`config.mk`:
```
export PLATFORM = sky130hd
export DESIGN_NAME = sram_req_arbiter
export DESIGN_NICKNAME = d
export VERILOG_FILES = /design/src/rtl/sram_req_arbiter_pkg.sv /design/src/rtl/sram_req_arbiter_fifo.sv /design/src/rtl/sram_req_arbiter.sv
export SDC_FILE = /design/constraint.sdc
export NUM_CORES = 1
export LEC_CHECK = 0
export ABC_AREA = 1
export BUFFER_PORTS_ARGS = -buffer_cell sky130_fd_sc_hd__buf_2
export CORE_AREA = 3 3 108 110
export CTS_CLUSTER_SIZE = 8
export DETAILED_ROUTE_END_ITERATION = 12
export DIE_AREA = 0 0 111 113
export GPL_TIMING_DRIVEN = 1
export REMOVE_ABC_BUFFERS = 1
export SLEW_MARGIN = 30
export SYNTH_ARGS = -nofsm -noshare
export SYNTH_HDL_FRONTEND = slang
export SYNTH_SLANG_ARGS = --single-unit
export TNS_END_PERCENT = 50
```
`constraint.sdc`:
```
create_clock -name clk -period 3.7 [get_ports clk]
set_input_delay 1.11 -clock clk [delete_from_list [all_inputs] [get_ports clk]]
set_output_delay 1.11 -clock clk [all_outputs]
set_load 0.05 [all_outputs]
```
`src/rtl/sram_req_arbiter_pkg.sv`:
```
// Shared definitions for the SRAM request arbiter: response tags, FSM state
// encoding and a small helper for sizing FIFO pointers.
package sram_req_arbiter_pkg;

  // Tag recorded for each accepted request so responses can be routed back
  localparam logic TAG_INST = 1'b0;
  localparam logic TAG_DATA = 1'b1;

  // Arbiter FSM encoding
  localparam logic [1:0] IDLE      = 2'd0;
  localparam logic [1:0] HOLD_INST = 2'd1;
  localparam logic [1:0] HOLD_DATA = 2'd2;

  // Pointer width for a FIFO of the given depth; a depth of one still needs a
  // one-bit pointer so the storage index has a legal width.
  function automatic int ptr_width(input int depth);
    return (depth > 1) ? $clog2(depth) : 1;
  endfunction

endpackage

```
`src/rtl/sram_req_arbiter_fifo.sv`:
```
// sync_tag_fifo: small in-order tag FIFO with synchronous active-low reset.
// A push is allowed on a full FIFO only when a pop happens in the same cycle,
// which lets the count stay unchanged on simultaneous push and pop.
module sync_tag_fifo
  import sram_req_arbiter_pkg::*;
#(
  parameter int DEPTH = 2,
  parameter int WIDTH = 1
) (
  input  logic             clk,
  input  logic             resetn,
  input  logic             push,
  input  logic [WIDTH-1:0] push_tag,
  input  logic             pop,
  output logic [WIDTH-1:0] head_tag,
  output logic             full,
  output logic             empty
);

  localparam int AW = ptr_width(DEPTH);
  localparam int CW = $clog2(DEPTH + 1);
  localparam logic [AW-1:0] LAST_PTR = AW'(DEPTH - 1);
  localparam logic [CW-1:0] FULL_CNT = CW'(DEPTH);

  logic [WIDTH-1:0] slots [DEPTH];
  logic [AW-1:0]    wr_ptr;
  logic [AW-1:0]    rd_ptr;
  logic [CW-1:0]    count;
  logic             do_push;
  logic             do_pop;

  assign full     = (count == FULL_CNT);
  assign empty    = (count == '0);
  assign do_pop   = pop && !empty;
  assign do_push  = push && (!full || do_pop);
  assign head_tag = slots[rd_ptr];

  // Write pointer advances on every accepted push, wrapping at the depth
  always_ff @(posedge clk) begin
    if (!resetn) begin
      wr_ptr <= '0;
    end else if (do_push) begin
      wr_ptr <= (wr_ptr == LAST_PTR) ? '0 : wr_ptr + 1'b1;
    end
  end

  // Read pointer advances on every pop of a non-empty FIFO, wrapping likewise
  always_ff @(posedge clk) begin
    if (!resetn) begin
      rd_ptr <= '0;
    end else if (do_pop) begin
      rd_ptr <= (rd_ptr == LAST_PTR) ? '0 : rd_ptr + 1'b1;
    end
  end

  // Occupancy tracks push minus pop; simultaneous push and pop leaves it alone
  always_ff @(posedge clk) begin
    if (!resetn) begin
      count <= '0;
    end else begin
      case ({do_push, do_pop})
        2'b10:   count <= count + 1'b1;
        2'b01:   count <= count - 1'b1;
        default: count <= count;
      endcase
    end
  end

  // Tag storage needs no reset; stale slots are never read while empty
  always_ff @(posedge clk) begin
    if (do_push) begin
      slots[wr_ptr] <= push_tag;
    end
  end

endmodule

```
`src/rtl/sram_req_arbiter.sv`:
```
// sram_req_arbiter: shares one SRAM-like memory port between instruction
// fetch and data access. Requests are arbitrated with a starvation guard for
// fetch, a granted request is held until memory accepts it, and in-order
// responses are routed back using a tag FIFO.
// Optional performance counters are built when SRAM_REQ_ARBITER_PERF_EN is
// defined; the default build leaves them out entirely.
module sram_req_arbiter
  import sram_req_arbiter_pkg::*;
#(
  parameter int MAX_OUTSTANDING = 2,
  parameter int STARVE_LIMIT    = 8
) (
  input  logic        clk,
  input  logic        resetn,
  input  logic        inst_req,
  input  logic [31:0] inst_addr,
  output logic        inst_addr_ok,
  output logic        inst_data_ok,
  output logic [31:0] inst_rdata,
  input  logic        data_req,
  input  logic        data_wr,
  input  logic [3:0]  data_wstrb,
  input  logic [31:0] data_addr,
  input  logic [31:0] data_wdata,
  output logic        data_addr_ok,
  output logic        data_data_ok,
  output logic [31:0] data_rdata,
  output logic        mem_req,
  output logic        mem_wr,
  output logic [3:0]  mem_wstrb,
  output logic [31:0] mem_addr,
  output logic [31:0] mem_wdata,
  input  logic        mem_addr_ok,
  input  logic        mem_data_ok,
  input  logic [31:0] mem_rdata,
`ifdef SRAM_REQ_ARBITER_PERF_EN
  output logic [31:0] perf_inst_wait,
  output logic [31:0] perf_data_wait,
  output logic [31:0] perf_full,
`endif
  output logic        err
);

  localparam int SW = $clog2(STARVE_LIMIT + 2);
  localparam logic [SW-1:0] STARVE_MAX = SW'(STARVE_LIMIT);

  logic [1:0]    state;
  logic [1:0]    state_next;
  logic [SW-1:0] starve_cnt;
  logic          grant_inst;
  logic          grant_data;
  logic          fifo_full;
  logic          fifo_empty;
  logic          fifo_head;
  logic          fifo_push;
  logic          fifo_push_tag;
  logic          fifo_pop;

  // Pick who owns the memory port this cycle; a held grant ignores the other side
  always_comb begin
    grant_inst = 1'b0;
    grant_data = 1'b0;
    if (resetn) begin
      case (state)
        IDLE: begin
          if (!fifo_full) begin
            if (data_req && (!inst_req || (starve_cnt < STARVE_MAX))) begin
              grant_data = 1'b1;
            end else if (inst_req) begin
              grant_inst = 1'b1;
            end
          end
        end
        HOLD_INST: grant_inst = 1'b1;
        HOLD_DATA: grant_data = 1'b1;
        default: begin
          grant_inst = 1'b0;
          grant_data = 1'b0;
        end
      endcase
    end
  end

  // Mux the granted requester's payload onto the memory port; fetches are reads
  always_comb begin
    mem_req   = grant_inst | grant_data;
    mem_wr    = 1'b0;
    mem_wstrb = 4'h0;
    mem_addr  = 32'h0;
    mem_wdata = 32'h0;
    if (grant_data) begin
      mem_wr    = data_wr;
      mem_wstrb = data_wstrb;
      mem_addr  = data_addr;
      mem_wdata = data_wdata;
    end else if (grant_inst) begin
      mem_addr  = inst_addr;
    end
  end

  assign inst_addr_ok = mem_addr_ok & mem_req & grant_inst;
  assign data_addr_ok = mem_addr_ok & mem_req & grant_data;

  // Lock the grant when memory stalls the request, release it once accepted
  always_comb begin
    state_next = state;
    case (state)
      IDLE: begin
        if (grant_data && !mem_addr_ok) begin
          state_next = HOLD_DATA;
        end else if (grant_inst && !mem_addr_ok) begin
          state_next = HOLD_INST;
        end
      end
      HOLD_INST, HOLD_DATA: begin
        if (mem_addr_ok) begin
          state_next = IDLE;
        end
      end
      default: state_next = IDLE;
    endcase
  end

  // FSM state register
  always_ff @(posedge clk) begin
    if (!resetn) begin
      state <= IDLE;
    end else begin
      state <= state_next;
    end
  end

  // Count consecutive cycles fetch waits; saturates so fetch keeps priority
  always_ff @(posedge clk) begin
    if (!resetn) begin
      starve_cnt <= '0;
    end else if (!inst_req || inst_addr_ok) begin
      starve_cnt <= '0;
    end else if (starve_cnt != STARVE_MAX) begin
      starve_cnt <= starve_cnt + 1'b1;
    end
  end

  assign fifo_push     = inst_addr_ok | data_addr_ok;
  assign fifo_push_tag = data_addr_ok ? TAG_DATA : TAG_INST;
  assign fifo_pop      = resetn & mem_data_ok & !fifo_empty;

  sync_tag_fifo #(
    .DEPTH (MAX_OUTSTANDING),
    .WIDTH (1)
  ) u_tag_fifo (
    .clk      (clk),
    .resetn   (resetn),
    .push     (fifo_push),
    .push_tag (fifo_push_tag),
    .pop      (fifo_pop),
    .head_tag (fifo_head),
    .full     (fifo_full),
    .empty    (fifo_empty)
  );

  // Route each response to the requester whose tag sits at the FIFO head
  always_comb begin
    inst_data_ok = 1'b0;
    data_data_ok = 1'b0;
    inst_rdata   = 32'h0;
    data_rdata   = 32'h0;
    if (fifo_pop) begin
      if (fifo_head == TAG_DATA) begin
        data_data_ok = 1'b1;
        data_rdata   = mem_rdata;
      end else begin
        inst_data_ok = 1'b1;
        inst_rdata   = mem_rdata;
      end
    end
  end

  // A response with nothing outstanding is a protocol error; it stays set until reset
  always_ff @(posedge clk) begin
    if (!resetn) begin
      err <= 1'b0;
    end else if (mem_data_ok && fifo_empty) begin
      err <= 1'b1;
    end
  end

`ifdef SRAM_REQ_ARBITER_PERF_EN
  // Free-running wait and occupancy counters, wrapping naturally at 2^32
  always_ff @(posedge clk) begin
    if (!resetn) begin
      perf_inst_wait <= 32'h0;
      perf_data_wait <= 32'h0;
      perf_full      <= 32'h0;
    end else begin
      if (inst_req && !inst_addr_ok) begin
        perf_inst_wait <= perf_inst_wait + 32'h1;
      end
      if (data_req && !data_addr_ok) begin
        perf_data_wait <= perf_data_wait + 32'h1;
      end
      if (fifo_full) begin
        perf_full <= perf_full + 32'h1;
      end
    end
  end
`endif

endmodule

```
-- Word level (Yosys, flattened, before mapping)
Memory sizes are Yosys's and may differ from the RTL's. A register that Yosys moved wholly into a read port is not among the register bits.
Index checks and enable logic that the tools add are counted.
- output and inout port bits: 139
- input port bits: 139
- logic and storage cells: 82
- memories kept: 1
- bits in writable memories: 2
- bits in registers: 11
- reductions and logical operators: 19
- add/sub/neg operators: 5
- $lt $le $gt $ge: 1
- bitwise gates (word level): 8
- mux-type cells: 34
- equal/unequal tests: 8
- memory list (name ; words ; bits a word ; read ports ; clocked after Yosys merged registers in ; wr ports ; line ; text):
    u_tag_fifo.slots ; 2 ; 1 ; 1 ; 1 ; 1 ; sram_req_arbiter_fifo.sv:25 ; logic [WIDTH-1:0] slots [DEPTH];
- operators by type and width (cell ; count):
    $mux W32 ; 7
    $mux W1 ; 19
    $pmux W2 S2 ; 2
    $eq A2 B2 Y1 const B ; 3
    $logic_and A1 B1 Y1 ; 6
    $mux W2 ; 3
    $and A1 B1 Y1 ; 5
    $add A4 B1 Y4 const B ; 1
    $eq A2 B1 Y1 const B ; 2
    $logic_not A1 Y1 ; 4
    $logic_not A2 Y1 ; 2
    $lt A4 B4 Y1 const B ; 1
    $mux W4 ; 1
    $ne A4 B4 Y1 const B ; 1
    $pmux W1 S2 ; 2
    $reduce_or A2 Y1 ; 2
    $logic_or A1 B1 Y1 ; 3
    $ne A3 B3 Y1 const B ; 1
    $add A1 B1 Y1 const B ; 2
    $add A2 B1 Y2 const B ; 1
    $ne A2 B2 Y1 const B ; 1
    $or A1 B1 Y1 ; 2
    $reduce_and A2 Y1 ; 1
    $reduce_bool A2 Y1 ; 1
    2 further kinds ; 2

-- Depth between registers and ports, before layout
Gate-level depths: netlist of the first run.
- word-level depth: 14
- mapped depth: 14

-- Hierarchy
Synthesis of the first run repeated with hierarchy kept, for this count alone.
- cell total of the unflattened synthesis: 402
- area total of the unflattened synthesis: 2049.5 um2
- modules (own cells, without submodules) (module ; area an instance (um2) ; sequential area each (um2) ; cells an instance ; instances):
    sram_req_arbiter ; 1726.7 ; 140.1 ; 361 ; 1
    sync_tag_fifo ; 322.8 ; 160.2 ; 41 ; 1

-- Worst setup path before layout of the first run
Ideal clock, no wire load.
- path kind: input -> output
- start: in resetn
- end: out inst_rdata[10]
- data arrival time: 2937 ps
- slack: -347 ps
- stages: 8
- path through: buf_4 -> inv_1 -> nor2_2 -> inv_2 -> nor2_2 -> inv_2 -> buf_6 -> nor2_1
- longest elaborated chain between the ends: 3
- RTL lines (element ; line ; text):
    start: declaration ; sram_req_arbiter.sv:14 ; input logic resetn,
    $and A1 B1 Y1 (2 in a row) ; sram_req_arbiter.sv:146 ; assign fifo_pop = resetn & mem_data_ok & !fifo_empty;
    $mux W32 ; sram_req_arbiter.sv:168 ; if (fifo_pop) begin
    end: declaration ; sram_req_arbiter.sv:19 ; output logic [31:0] inst_rdata,
No other way between the ends.

-- Final worst setup path of the first run
- start: in resetn
- end: out inst_rdata[9]
Same word-level chain as after synthesis.

==> results.sh, run 1 <==
export IMPL_status="complete, no violations"
export IMPL_slew_headroom_pct=65.45
export IMPL_power_w=0.001961
export IMPL_comb_power_share_pct=83.2
export IMPL_synthAdderAreaFrac_pct=3.617
export IMPL_cts_tree="done"
export IMPL_endpoint_kind="output port"
export IMPL_swShare_pct=66.73
export IMPL_first_iter_violations=130
export IMPL_clkSinkCount=14
export IMPL_clockBufferDepth=2
export IMPL_period_minus_slack_ns=3.505
export IMPL_vias=3101
export IMPL_ys_flop_type="dfxtp_1"
export IMPL_rows=38
export IMPL_finalMaxSlewViolations=0
export IMPL_cts_htree_levels=1
export IMPL_grt_overflow_total=0
export IMPL_firstDrtPassIters=6
export IMPL_placedInstanceArea_sq_um=3552
export IMPL_synth_simple_gate_area_share_pct=42.07
export IMPL_coreArea_sq_um=10790
export IMPL_rsz0062_at_grt="no"
export IMPL_multiInputGateArea_sq_um=1260
export IMPL_ant_nets=0
export IMPL_syn_area_per_cell_sq_um=5.215
export IMPL_yosys_area_share_xor_xnor_pct=0.4219
export IMPL_place_congestion=0.8346
export IMPL_clockRootBuffer="clkbuf_8"
export IMPL_min_path_cells=2
export IMPL_fin_cells=804
export IMPL_fmax_mhz=285.3
export IMPL_required_ns=2.59
export IMPL_muxShareOfSynthArea_pct=0
export IMPL_final_cell_mix="buf_2, nor2_1, inv_1, nand2_1, a21oi_1"
export IMPL_synth_edf_count=2
export IMPL_die_x_um=111
export IMPL_cts_clk_slew_worst_paths_ns=0.06
export IMPL_fillCellCount=1223
export IMPL_io_buffers=277
export IMPL_synth_compound_area_share_pct=14.23
export IMPL_cts_setup_buffers=0
export IMPL_dpl_hpwl_um=8221
export IMPL_fp_dieH_um=113
export IMPL_ys_ff_latch=14
export IMPL_crit_fanout=32
export IMPL_cpPeakStageDelay_ns=0.29
export IMPL_grt_max_degree=40
export IMPL_synth_top_area_share_pct=25.32
export IMPL_crit_chain="buf_2 -> inv_1 -> nor2_2 -> inv_2 -> nor2_2 -> inv_2 -> nor2_1 -> buf_2"
export IMPL_clock_power_share_pct=6.5
export IMPL_fin_nets=810
export IMPL_ff_latch_area_sq_um=300.3
export IMPL_p_int_w=0.0006523
export IMPL_grt_antenna_before_repair=2
export IMPL_p_leak_nw=2.504
export IMPL_io_pins=278
export IMPL_reg2regPathDepth=15
export IMPL_cp_data_arrival_time_ns=2.40
export IMPL_final_common_cell="buf_2"
export IMPL_vias_per_cell=3.857
export IMPL_worst_hold_path_type="flop to flop"
export IMPL_maxCapViolCount=0
export IMPL_fin_tns_setup_ns=0
export IMPL_synth_area_leaders="nor2_1, inv_1, dfxtp_1, nand2_1, a21oi_1"
export IMPL_dp_cells=800
export IMPL_diodes=0
export IMPL_grt_pass1_vias=2785
export IMPL_worst_pin_slew_ns=0.5175
export IMPL_critPathSlowestCell="buf_2"
export IMPL_synthCells=398
export IMPL_critPathBufInv=5
export IMPL_worst_skew_pair_late_latency_ns=0.25
export IMPL_finalCritPeriodShare_pct=94.74
export IMPL_start_util_pct=19.23
export IMPL_fin_skew_ns=0.005615
export IMPL_synth_largest_area_cell="nor2_1"
export IMPL_critical_path_top_delay_family="buffers and inverters"
export IMPL_wl_um=9565
export IMPL_drive_above_1_share_pct=48.04
export IMPL_wl_per_cell_um=11.90
export IMPL_ys_types=26
export IMPL_async_flop_share_pct=0
export IMPL_cts_made_buffers=3
export IMPL_area_delta_synth_final_pct=73.54
export IMPL_power_density_nw_per_um2=544.3
export IMPL_grt_pass1_wl_um=14280
export IMPL_worst_setup_path_start_kind="input port"
export IMPL_hold_violations=0
export IMPL_yosysWarnings=0
export IMPL_track_usage_pct=13.70
export IMPL_path_class="input port to output port"
export IMPL_p_sw_w=0.001308
export IMPL_synth_top_family_by_area="simple AND/OR/NAND/NOR gates"
export IMPL_vdd_drop_max_mv=0.3376
export IMPL_fin_area_sq_um=3602
export IMPL_cp_num_cells=8
export IMPL_power_frac_seq_pct=10.3
export IMPL_synth_area_sq_um=2076
export IMPL_die_area_sq_um=12540
export IMPL_yosysSeqAreaShare_pct=14.47
export IMPL_setup_viol=0
export IMPL_drc_errors=0
## registers in the layout, summed over array words and instances, names as in the netlist, named ones only
| register | flops |
|---|---|
| u_tag_fifo.slots | 2 |
| u_tag_fifo.count | 2 |
| u_tag_fifo.rd_ptr | 1 |
| u_tag_fifo.wr_ptr | 1 |
| err | 1 |
| starve_cnt | 4 |
| state | 2 |
## worst reg2reg max path: cells and delay by family, from the launching register on
family	cells	cell delay, ns
flip-flops	1	0.31
adder cells (fa/ha/maj)	2	0.51
AND/OR/NAND/NOR	6	0.58
AO/OA/AOI/OAI	3	0.40
buffers and inverters	4	0.49
## cell type report
cell class | instances | area share, %
Tap cell | 140 | 4.863
Inverter | 90 | 9.378
Clock buffer | 3 | 1.146
Sequential cell | 14 | 8.336
Multi-Input combinational cell | 273 | 34.98
Clock inverter | 1 | 0.1042
Timing Repair Buffer | 283 | 41.19
## synthesized netlist by cell type, drive strengths merged, types with 2 or more instances
| master | instances |
|---|---|
| ha | 6 |
| a21oi | 39 |
| nor3 | 2 |
| dfxtp | 12 |
| inv | 90 |
| nand3 | 4 |
| nand4 | 2 |
| o21bai | 2 |
| clkbuf | 2 |
| o21ai | 5 |
| nor2 | 151 |
| edfxtp | 2 |
| buf | 19 |
| nand2 | 58 |
## final timing paths
| path | startpoint | end | slack, ns |
|---|---|---|---|
| max | resetn | inst_rdata[9] | 0.19 |
| min | err | err | 0.48 |
| max reg2reg | state[0] | u_tag_fifo.count[1] | 1.36 |
| min reg2reg | err | err | 0.48 |
## logic make-up (layout without fill, tap and decap cells)
family          Yosys count  after routing
flops                    14             14
fa+ha+maj                 6              6
compound gates           47             47
xor+xnor                  1              1
simple gates            219            219
buf+inv                 111            377
## power by group through the flow
stage	Clock (W)	Combinational, W	Sequential, W
floorplan	0	0.00119	0.000209
global placement	0	0.00164	0.000205
detailed placement	0	0.00164	0.000204
CTS	0.000132	0.00164	0.000201
global route	0.000140	0.00174	0.000206
finish	0.000127	0.00163	0.000201
## what timing repair did
action | CTS | global route
resized for setup | 0 | 2
setup endpoints to repair | 0 | 1
hold buffers | 0 | 0
## per-stage QoR
step	worst slack (ns)	hold WS, ns	util [%]
after floorplan	-0.7152	0.4555	-
after global placement	0.1155	0.4826	32.91
after detailed placement	0.1003	0.4688	32.91
after CTS	0.09647	0.4837	33.33
after global routing	0.001799	0.5018	33.38
final	0.1946	0.4788	33.38
## routing by layer
| metal | global-route usage, % | part of all wire (%) |
|---|---|---|
| met5 | 0 | 0.28 |
| met4 | 2.874 | 2.2 |
| met3 | 8.128 | 15 |
| met2 | 22.37 | 44 |
| met1 | 15.53 | 39 |
(Power assumes the default switching activity.)
==> run 2, diff against run 1 <==
--- a/config.mk
+++ b/config.mk
@@ -7,11 +7,15 @@
 export LEC_CHECK = 0
 export ABC_AREA = 1
 export BUFFER_PORTS_ARGS = -buffer_cell sky130_fd_sc_hd__buf_2
-export CORE_AREA = 3 3 108 110
+export CAP_MARGIN = 20
+export CELL_PAD_IN_SITES_DETAIL_PLACEMENT = 0
+export CELL_PAD_IN_SITES_GLOBAL_PLACEMENT = 2
+export CORE_MARGIN = 3
+export CORE_UTILIZATION = 13
 export CTS_CLUSTER_SIZE = 8
 export DETAILED_ROUTE_END_ITERATION = 12
-export DIE_AREA = 0 0 111 113
 export GPL_TIMING_DRIVEN = 1
+export PLACE_DENSITY_LB_ADDON = 0.1
 export REMOVE_ABC_BUFFERS = 1
 export SLEW_MARGIN = 30
 export SYNTH_ARGS = -nofsm -noshare
==> results.sh, run 2 (same netlist as run 1, synthesis figures left out) <==
export IMPL_fp_dieH_um=132.4
export IMPL_final_common_cell="buf_2"
export IMPL_p_leak_nw=2.534
export IMPL_vdd_drop_max_mv=0.2464
export IMPL_worst_pin_slew_ns=0.5873
export IMPL_period_minus_slack_ns=3.498
export IMPL_vias_per_cell=3.543
export IMPL_cts_setup_buffers=0
export IMPL_power_density_nw_per_um2=548.6
export IMPL_clock_power_share_pct=10.0
export IMPL_rows=45
export IMPL_ff2ff_setup_slack_ns=1.34
export IMPL_wl_per_cell_um=13.17
export IMPL_cpPeakStageDelay_ns=0.29
export IMPL_cts_clk_slew_worst_paths_ns=0.05
export IMPL_crit_chain="buf_2 -> inv_1 -> nor2_2 -> inv_2 -> nor2_2 -> inv_2 -> nor2_1 -> buf_2"
export IMPL_worst_setup_path_start_kind="input port"
export IMPL_fin_tns_setup_ns=0
export IMPL_comb_power_share_pct=80.1
export IMPL_required_ns=2.59
export IMPL_coreArea_sq_um=15430
export IMPL_firstDrtPassIters=4
export IMPL_grt_antenna_before_repair=0
export IMPL_wl_um=11580
export IMPL_area_delta_synth_final_pct=80.17
export IMPL_place_congestion=0.7885
export IMPL_largest_register="starve_cnt"
export IMPL_fin_skew_ns=0.002630
export IMPL_status="complete, no violations"
export IMPL_p_int_w=0.0007239
export IMPL_cts_htree_levels=1
export IMPL_start_util_pct=13.45
export IMPL_cts_tree="done"
export IMPL_setup_viol=0
export IMPL_cts_made_buffers=3
export IMPL_track_usage_pct=12.03
export IMPL_layout_setup_ws_ns=0.2018
export IMPL_maxCapViolCount=0
export IMPL_die_x_um=132.4
export IMPL_vias=3114
export IMPL_largest_register_ffs=4
export IMPL_swShare_pct=64.72
export IMPL_finalMaxSlewViolations=0
export IMPL_io_pins=278
export IMPL_critPathSlowestCell="buf_2"
export IMPL_fin_nets=814
export IMPL_drc_errors=0
export IMPL_dpl_hpwl_um=9858
export IMPL_clockRootBuffer="clkbuf_16"
export IMPL_fmax_mhz=285.9
export IMPL_path_class="input port to output port"
export IMPL_power_frac_seq_pct=9.9
export IMPL_power_w=0.002052
export IMPL_p_sw_w=0.001328
export IMPL_finalCritPeriodShare_pct=94.55
export IMPL_clockBufferDepth=2
export IMPL_endpoint_kind="output port"
export IMPL_clkSinkCount=14
export IMPL_diodes=0
export IMPL_worst_hold_path_type="flop to flop"
export IMPL_fillCellCount=1821
export IMPL_fin_util_pct=24.24
export IMPL_drive_above_1_share_pct=48.20
export IMPL_grt_pass1_wl_um=16820
export IMPL_ant_nets=0
export IMPL_die_area_sq_um=17520
export IMPL_final_hold_worst_slack_ns=0.4687
export IMPL_io_buffers=277
export IMPL_first_iter_violations=105
export IMPL_grt_overflow_total=0
export IMPL_worst_skew_pair_late_latency_ns=0.24
export IMPL_cp_data_arrival_time_ns=2.39
export IMPL_dp_slack_ns=0.1041
export IMPL_final_cell_mix="buf_2, nor2_1, inv_1, nand2_1, a21oi_1"
export IMPL_crit_fanout=32
export IMPL_hold_violations=0
export IMPL_grt_pass1_vias=2808
export IMPL_grt_max_degree=38
export IMPL_slew_headroom_pct=60.79
export IMPL_rsz0062_at_grt="no"
-- run 2: timing repair --
action | in CTS | in global routing
endpoints found under the setup margin | 0 | 2
resized for setup | 0 | 2
hold buffers | 0 | 0
-- run 2: path summary, 6_finish.rpt --
check | from | end | depth (start not counted)
min reg2reg | err | err | 2
min | err | err | 2
max reg2reg | state[0] | u_tag_fifo.count[1] | 15
max | resetn | inst_rdata[0] | 8
-- run 2: metrics by stage --
step                      cells  instance area (sq um)
final                       879                   3740
after floorplan             377                   1891
after global routing        879                   3740
after detailed placement    875                   3659
after CTS                   879                   3737
after global placement      875                   3659
-- run 2: power by group through the flow --
stage,Sequential (W),Clock (W),Combinational (W)
global route,0.000208,0.000222,0.00176
finish,0.000204,0.000205,0.00164
global placement,0.000206,0,0.00168
floorplan,0.000209,0,0.00119
detailed placement,0.000206,0,0.00166
CTS,0.000204,0.000213,0.00167
-- run 2: layout make-up --
type	instances	area, sq um	share of cell area (%)
Clock buffer	3	75.07	2.007
Tap cell	211	264.0	7.059
Sequential cell	14	300.3	8.029
Inverter	90	340.3	9.100
Multi-Input combinational cell	273	1257	33.62
Clock inverter	1	3.754	0.1004
Timing Repair Buffer	287	1499	40.08
-- run 2: worst max-delay path, delay by kind of cell --
family / cells / cell delay (ns)
AND/OR/NAND/NOR: 3 / 0.45
buffers and inverters: 5 / 0.80
-- run 2: per-layer routing --
layer,track usage (%),wire length (um)
met1,12.84,4262
met2,25.13,6522
met3,2.443,783
met4,0.3464,6
met5,0,0
